==> src/rtl/seven_seg_scan_ctrl_pkg.sv <==
// Shared definitions for the 7-segment scan controller: state encodings, anode-off level and a
// width helper.
package seven_seg_scan_ctrl_pkg;

  typedef enum logic [1:0] {
    StIdle  = 2'd0,
    StDrive = 2'd1,
    StBlank = 2'd2
  } scan_state_e;

  localparam logic AnodeOff = 1'b1;

  // Bits needed to index n values; never less than 1.
  function automatic int unsigned clog2(input int unsigned n);
    int unsigned r;
    r = 0;
    while ((64'd1 << r) < 64'(n)) r = r + 1;
    return (r == 0) ? 1 : r;
  endfunction

endpackage

==> src/rtl/seven_seg_scan_ctrl_scan_prescaler.sv <==
// Loadable down-counter with terminal-count flag; times both the DRIVE and BLANK slots.
module scan_prescaler #(
  parameter int unsigned Width = 16
) (
  input  logic             clk,
  input  logic             rst,
  input  logic             load,
  input  logic [Width-1:0] loadVal,
  output logic             tc
);

  logic [Width-1:0] cntQ;

  always_ff @(posedge clk or posedge rst) begin
    if (rst) begin
      cntQ <= '0;
    end else if (load) begin
      cntQ <= loadVal;
    end else if (cntQ != '0) begin
      cntQ <= cntQ - 1'b1;
    end
  end

  assign tc = (cntQ == '0);

endmodule

==> src/rtl/seven_seg_scan_ctrl.sv <==
// Time-multiplexed scan controller for a common-anode multi-digit 7-segment display.
// Optional macro LEADING_ZERO_BLANK_EN keeps leading-zero digits dark.
module seven_seg_scan_ctrl
  import seven_seg_scan_ctrl_pkg::*;
#(
  parameter int unsigned NUM_DIGITS   = 4,
  parameter int unsigned SCAN_DIV     = 50000,
  parameter int unsigned BLANK_CYCLES = 500
) (
  input  logic                           clk,
  input  logic                           rst,
  input  logic                           en,
  input  logic [4*NUM_DIGITS-1:0]        digits_bcd,
  input  logic [NUM_DIGITS-1:0]          dp_in,
  output logic [3:0]                     bcd_out,
  output logic                           dp_out,
  output logic [NUM_DIGITS-1:0]          anode,
  output logic [clog2(NUM_DIGITS)-1:0]   digit_idx,
  output logic                           scan_tick
);

  localparam int unsigned IdxW   = clog2(NUM_DIGITS);
  localparam int unsigned MaxCnt = (SCAN_DIV > BLANK_CYCLES) ? SCAN_DIV : BLANK_CYCLES;
  localparam int unsigned CntW   = clog2(MaxCnt + 1);
  localparam logic [CntW-1:0] DriveLoad = CntW'(SCAN_DIV - 1);
  localparam logic [CntW-1:0] BlankLoad = CntW'((BLANK_CYCLES > 0) ? BLANK_CYCLES - 1 : 0);
  localparam logic [IdxW-1:0] LastIdx = IdxW'(NUM_DIGITS - 1);
  localparam logic [NUM_DIGITS-1:0] AllOff = {NUM_DIGITS{AnodeOff}};

  scan_state_e           stateQ;
  logic                  tc, cntLoad;
  logic [CntW-1:0]       cntLoadVal;
  logic [IdxW-1:0]       idxNext, loadIdx;
  logic [3:0]            loadNib;
  logic                  loadDp;
  logic [NUM_DIGITS-1:0] loadAnode, hideMask;

  scan_prescaler #(
    .Width(CntW)
  ) u_prescaler (
    .clk    (clk),
    .rst    (rst),
    .load   (cntLoad),
    .loadVal(cntLoadVal),
    .tc     (tc)
  );

  always_comb begin
    idxNext = (digit_idx == LastIdx) ? '0 : digit_idx + 1'b1;
    case (stateQ)
      StDrive: loadIdx = idxNext;
      StBlank: loadIdx = digit_idx;
      default: loadIdx = '0;
    endcase
  end

`ifdef LEADING_ZERO_BLANK_EN
  // Digit i>0 is hidden when it and every more-significant nibble are zero.
  logic upperZero;
  always_comb begin
    upperZero = 1'b1;
    hideMask  = '0;
    for (int i = NUM_DIGITS - 1; i > 0; i--) begin
      upperZero   = upperZero & (digits_bcd[4*i +: 4] == 4'd0);
      hideMask[i] = upperZero;
    end
  end
`else
  assign hideMask = '0;
`endif

  always_comb begin
    loadNib   = '0;
    loadDp    = 1'b0;
    loadAnode = AllOff;
    for (int i = 0; i < NUM_DIGITS; i++) begin
      if (loadIdx == IdxW'(i)) begin
        loadNib      = digits_bcd[4*i +: 4];
        loadDp       = dp_in[i];
        loadAnode[i] = hideMask[i] ? AnodeOff : ~AnodeOff;
      end
    end
  end

  // Prescaler is reloaded on every slot boundary and held at zero while idle or disabled.
  always_comb begin
    cntLoad    = 1'b1;
    cntLoadVal = '0;
    if (en) begin
      case (stateQ)
        StIdle:  cntLoadVal = DriveLoad;
        StDrive: begin
          cntLoad    = tc;
          cntLoadVal = (BLANK_CYCLES > 0) ? BlankLoad : DriveLoad;
        end
        StBlank: begin
          cntLoad    = tc;
          cntLoadVal = DriveLoad;
        end
        default: cntLoadVal = '0;
      endcase
    end
  end

  always_ff @(posedge clk or posedge rst) begin
    if (rst) begin
      stateQ    <= StIdle;
      anode     <= AllOff;
      bcd_out   <= '0;
      dp_out    <= 1'b0;
      digit_idx <= '0;
      scan_tick <= 1'b0;
    end else begin
      scan_tick <= 1'b0;
      if (!en) begin
        stateQ    <= StIdle;
        anode     <= AllOff;
        digit_idx <= '0;
      end else begin
        case (stateQ)
          StIdle: begin
            bcd_out   <= loadNib;
            dp_out    <= loadDp;
            anode     <= loadAnode;
            digit_idx <= '0;
            stateQ    <= StDrive;
          end
          StDrive: begin
            if (tc) begin
              scan_tick <= 1'b1;
              digit_idx <= idxNext;
              if (BLANK_CYCLES == 0) begin
                bcd_out <= loadNib;
                dp_out  <= loadDp;
                anode   <= loadAnode;
              end else begin
                anode  <= AllOff;
                stateQ <= StBlank;
              end
            end
          end
          StBlank: begin
            if (tc) begin
              bcd_out <= loadNib;
              dp_out  <= loadDp;
              anode   <= loadAnode;
              stateQ  <= StDrive;
            end
          end
          default: stateQ <= StIdle;
        endcase
      end
    end
  end

  anodeOneHot: assert property (@(posedge clk) disable iff (rst) $onehot0(~anode));

endmodule

==> config.mk <==
export PLATFORM = sky130hd
export DESIGN_NAME = seven_seg_scan_ctrl
export DESIGN_NICKNAME = d
export VERILOG_FILES = /design/src/rtl/seven_seg_scan_ctrl_pkg.sv /design/src/rtl/seven_seg_scan_ctrl_scan_prescaler.sv /design/src/rtl/seven_seg_scan_ctrl.sv
export SDC_FILE = /design/constraint.sdc
export NUM_CORES = 1
export LEC_CHECK = 0
export BUFFER_PORTS_ARGS = -buffer_cell sky130_fd_sc_hd__buf_2
export CAP_MARGIN = 40
export CORE_MARGIN = 2
export CORE_UTILIZATION = 56
export DETAILED_ROUTE_END_ITERATION = 8
export PLACE_DENSITY = 0.84
export SETUP_SLACK_MARGIN = 0.1
export SLEW_MARGIN = 40
export SYNTH_ARGS = -nofsm -noshare
export SYNTH_HDL_FRONTEND = slang
export SYNTH_HIERARCHICAL = 1
export SYNTH_SLANG_ARGS = --single-unit
==> constraint.sdc <==
create_clock -name clk -period 2.8 [get_ports clk]
set_input_delay 0.42 -clock clk [delete_from_list [all_inputs] [get_ports clk]]
set_output_delay 0.42 -clock clk [all_outputs]
set_load 0.005 [all_outputs]
# ---- After elaboration in Yosys (flattened, before gate mapping)
# Cells that the tools add are included.
dict set report classes {
  addsub 2
  n_eq_ne 11
  muxes 38
  reduce_logical 12
}
# cell n
set ops {}
lappend ops {{16-bit two-way mux} 3}
lappend ops {{4-bit two-way mux} 8}
lappend ops {{16-bit one-hot mux with 2 select lines} 1}
lappend ops {{16-bit logical NOT} 1}
lappend ops {{16-bit nonzero test} 1}
lappend ops {{16-bit by 1-bit subtractor with 16-bit output (second input constant)} 1}
lappend ops {{1-bit two-way mux} 14}
lappend ops {{2-bit two-way mux} 6}
lappend ops {{4-bit one-hot mux with 3 select lines} 1}
lappend ops {{2-bit == test (second input constant)} 4}
lappend ops {{2-bit one-hot mux with 2 select lines} 2}
lappend ops {{4-bit one-hot mux with 2 select lines} 1}
lappend ops {{3-bit inequality test (second input constant)} 2}
lappend ops {{2-bit one-hot mux with 3 select lines} 1}
lappend ops {{3-bit AND reduction} 2}
lappend ops {{2-bit by 1-bit == test with 1-bit output (second input constant)} 2}
lappend ops {{2-bit logical NOT} 2}
lappend ops {{4-bit by 1-bit inequality test with 1-bit output (second input constant)} 1}
lappend ops {{2-bit AND reduction} 2}
lappend ops {{2-bit nonzero test} 2}
lappend ops {{2-bit OR reduction} 2}
lappend ops {{3-bit by 1-bit inequality test with 1-bit output (second input constant)} 1}
lappend ops {{2-bit by 1-bit adder with 2-bit output (second input constant)} 1}
lappend ops {{2-bit inequality test (second input constant)} 1}
lappend ops {{1-bit one-hot mux with 2 select lines} 1}
dict set report word_totals {
  register_bits 30
  out_inout_bits 12
  wordCells 70
}

# ---- Logic depth before layout (Yosys ltp)
dict set report depth {
  depth_word 10
  depth_mapped 11
}

# ---- Hierarchy
# The synthesis kept the hierarchy.
# mod n_inst cells_each area_each_um2 seq_area_each_um2
set by_module_without_submodules {}
lappend by_module_without_submodules {seven_seg_scan_ctrl 1 114 1018.5 355.3}
lappend by_module_without_submodules {scan_prescaler 1 102 993.5 400.4}

# ---- Worst setup path after synthesis
# No wires, ideal clock.
dict set report synth_path {
  path_type {register to register}
  startpoint {register u_prescaler.cntQ[0]}
  endpoint {register u_prescaler.cntQ[14]}
  arrival_ns 2.160
  slack_ns 0.500
  path_stages_with_launch 12
  n_path_buf 1
  cell_sequence {dfrtp_1 inv_1 ha_1 nor3b_2 nand4b_4 nor2_4 inv_1 nand3_1 inv_1 clkbuf_1 o311ai_1 o211ai_1}
}
dict set report synth_via {
  elab_chain_len 4
  elab_cells_between_ends 8
  classes_between {1 x add/sub; 4 x mux; 3 x reduce/logical}
}
# item line_no
set synth_rtl {}
lappend synth_rtl {{start: declaration} seven_seg_scan_ctrl_scan_prescaler.sv:12} ;# logic [Width-1:0] cntQ;
lappend synth_rtl {{start signal: assignment} seven_seg_scan_ctrl_scan_prescaler.sv:18} ;# cntQ <= loadVal;
lappend synth_rtl {{start signal: assignment} seven_seg_scan_ctrl_scan_prescaler.sv:20} ;# cntQ <= cntQ - 1'b1;
lappend synth_rtl {{16-bit logical NOT *} seven_seg_scan_ctrl_scan_prescaler.sv:24} ;# assign tc = (cntQ == '0);
lappend synth_rtl {{named net tc} seven_seg_scan_ctrl.sv:31} ;# logic tc, cntLoad;
lappend synth_rtl {{1-bit two-way mux *} seven_seg_scan_ctrl.sv:90} ;# case (stateQ)
lappend synth_rtl {{1-bit two-way mux *} seven_seg_scan_ctrl.sv:89} ;# if (en) begin
lappend synth_rtl {{named net cntLoad} seven_seg_scan_ctrl.sv:31}
lappend synth_rtl {{16-bit two-way mux / 2-bit nonzero test (equally long branches)} --}
# Mark *: on every way through the listed nets, which the timed path passes. The rest lies on a longest branch. The select of a mux whose other input is x is not followed.
# A chain may end at the register's enable or synchronous reset.

# ---- Final worst setup path
# Ends and elaborated chain as after synthesis.

==> run metrics <==
Synth Area in Adders 0.0373; Initial Utilization 0.594; Max Cap Viol 0; CTS tree done; DRC viols 0; sequential power share 0.389; simple-gate area share of the yosys netlist 0.249; drt pass-1 iters 4; synthesized flop and latch total 30; final wirelength 4510 microns; RR Startpoint u_prescaler/cntQ[0]$_DFFE_PP0P_; later-pin clock latency in the skew report 340 ps; PnR Total Power approximately 0.0018 W; layout cells sized above 1 0.272; final hold vios 0; Post-synth EDFFs 0; Final setup viols 0; compound-cell area share of the yosys netlist 0.201; CP required 3020 ps; leakage 1.02 nW; placer congestion estimate 0.786; CTS HTree Levels 2; Max Transition Viols Final 0; synthesized instance count roughly 220; synth-to-layout area growth 14.6%; unrepaired setup endpoints after global routing no; clock sinks 30; P_int approximately 0.0011 W; fraction of synthesis flops using an asynchronous set or reset pin 1.00; normalized max-slew margin 0.545; Port Buffers 34; initial antenna violation count 0; Ant. Diodes 0; CP arrival 2650 ps; Yosys cell types 58; pin count of the biggest net entering global routing 17; non-filler cells, final 303; DR vias 1748; PD cells 783 nW/um^2; Nets 285; via/cell ratio approximately 5.8; vias in the first global route 1690; reg2reg path depth 11; first-pass GRT wire length slightly below 8000 microns; cell taking the most area after synthesis dfrtp_1; core area 3390 sq um; CTS buffer count 5; largest family of logic cells by synthesized area simple AND/OR/NAND/NOR gates; Max Clk Rate 411 MHz; crit share post-route 0.870; setup TNS 0 ps; synth top area cells dfrtp_1 32%, dfstp_2 5.2%, xnor2_1 4.8%; clock skew 8.25 ps; Hold WC Path Type input pin to async pin; gr usage total 0.252; Core Util, Final 0.680; placed cells between 200 and 300; root buffer cell clkbuf_4; Die W about 64 microns; ys flop type dfrtp_1; post-DR wirelength/cell 14.9 microns; GRT Residual Overflow 0; Sw Ratio 0.413; Peak VDD IR 0.387 mV; # rows 21; # IOs 35; Synth top area share 0.323; most common cell after layout, fill and taps aside buf_2; Final min period 2440 ps; Clock Path Buffers 2; Setup CP Type flip-flop to flip-flop; startpoint types flip-flop; nature of the critical path endpoint flip-flop; most frequent cells in the layout 34 x buf_2, 26 x dfrtp_1, 22 x nand2_1, 22 x nor2_1, 14 x inv_1; multiplexer share of the synthesized area 0.0317; post-detailed-placement half-perimeter wirelength between 3000 and 4000 microns; average cell area after synthesis between 9 and 10 sq um; worst setup path endpoint u_prescaler/cntQ[14]$_DFFE_PP0P_; worst slew pin tran between 600 and 700 ps; die height 63.9 microns; worst setup path startpoint u_prescaler/cntQ[0]$_DFFE_PP0P_; DIE AREA 4090 sq um; Psw 0.000745 W; r2r setup slk 360 ps; combinational share of power 0.457; hold buffer count at cts 0; Synth Area in XOR/XNOR 0.0522; synthesized cell area 2010 sq um; clock-pin slew on the worst setup and hold paths 100 ps; DRT iter0 DRCs 174; Synth Warn # 6; status complete, no violations; CP Max Fanout 11; ANT nets after route 0; sequential area share after synthesis 0.376; power share of the clock group 0.154; r2r endpoint u_prescaler/cntQ[14]$_DFFE_PP0P_
[per-stage QoR]
| stage | hold WS [ps] | worst slack [ps] | instance area [sq um] |
|---|---|---|---|
| after CTS | 140 | 284 | 2290 |
| final | 121 | 364 | 2310 |
| after global routing | 174 | 108 | 2310 |
| after detailed placement | 484 | 290 | 2230 |
| after global placement | 474 | 416 | 2230 |
| after floorplan | 306 | 500 | 2020 |
[cells in the mapped netlist (3+ instances only)]
master and instances:
inv_1 14, and2_1 3, dfrtp_1 26, a31oi_1 5, o31ai_1 3, clkbuf_1 6, dfstp_2 4, o21ai_0 3
nor2_1 22, o21ai_1 4, nor4_1 5, xnor2_1 11, ha_1 6, nor3_2 3, o21a_1 4, a21oi_1 9
a2111oi_0 4, nor3b_2 3, nor3_1 3, nand2_1 22, a41oi_1 3, mux2i_1 3, nor2b_1 4, a32o_1 5
[timing repair]
item	4_1_cts	5_1_grt
endpoints found under the setup margin	0	16
setup buffers	0	1
gates resized for setup	0	1
[cell families (layout without fill, tap and decap cells)]
kind of cell | after synthesis | after routing
xor+xnor | 12 | 12
fa+ha+maj | 6 | 6
compound gates | 55 | 55
buf+inv | 23 | 61
mux | 6 | 6
flops | 30 | 30
other cells | 1 | 4
simple gates | 83 | 83
[flip-flops by register name (all words and copies together) (netlist names)]
name,cells
anode,4
bcd_out,4
digit_idx,2
dp_out,1
scan_tick,1
stateQ,2
u_prescaler/cntQ,16
[per-layer routing]
layer  wire length, microns  part of all wire  global-route usage  vias to the layer above
met4                     68             0.015              0.0978                        0
met3                    284             0.063              0.0440                        5
met5                      0                 0                   0                        -
met1                   2090              0.46               0.354                      829
li1                       -                 -                   -                      856
met2                   2060              0.46               0.385                       58
[worst min path at each step]
stage,endpoint,cells past startpoint,from
after global placement,bcd_out[0]$_DFFE_PP0P_,1,bcd_out[0]$_DFFE_PP0P_
after floorplan,bcd_out[0]$_DFFE_PP0P_,1,rst
after CTS,digit_idx[1]$_DFFE_PP0P_,2,rst
after detailed placement,bcd_out[1]$_DFFE_PP0P_,1,bcd_out[1]$_DFFE_PP0P_
after global routing,stateQ[0]$_DFFE_PP0P_,2,rst
final,stateQ[0]$_DFFE_PP0P_,2,rst
[layout make-up]
class | instances | area (sq um)
clock inverters | 1 | 5.00
multi-input cells | 166 | 1170
well taps | 46 | 57.6
fillers | 277 | 1080
repair buffers | 39 | 208
flip-flops and latches | 30 | 756
inverters | 14 | 52.6
clock buffers | 7 | 55.1
[critical path, stage by stage, from the launching register on]
cell and delay (ps):
dfrtp_1 410, inv_1 100, ha_1 250, nor3b_4 320
nand4b_4 190, nor2_4 200, inv_1 80, nand3_1 100
buf_4 180, inv_1 190, o311ai_1 150, o211ai_1 120
[power groups by stage]
| stage | Combinational, W | Sequential, W | Clock (W) |
|---|---|---|---|
| after floorplan | 0.000624 | 0.000680 | 0 |
| after global placement | 0.000787 | 0.000698 | 0 |
| after detailed placement | 0.000809 | 0.000703 | 0 |
| after CTS | 0.000810 | 0.000697 | 0.000282 |
| after global routing | 0.000913 | 0.000721 | 0.000306 |
| final | 0.000824 | 0.000703 | 0.000278 |
Power figures use the tool's default switching activity.
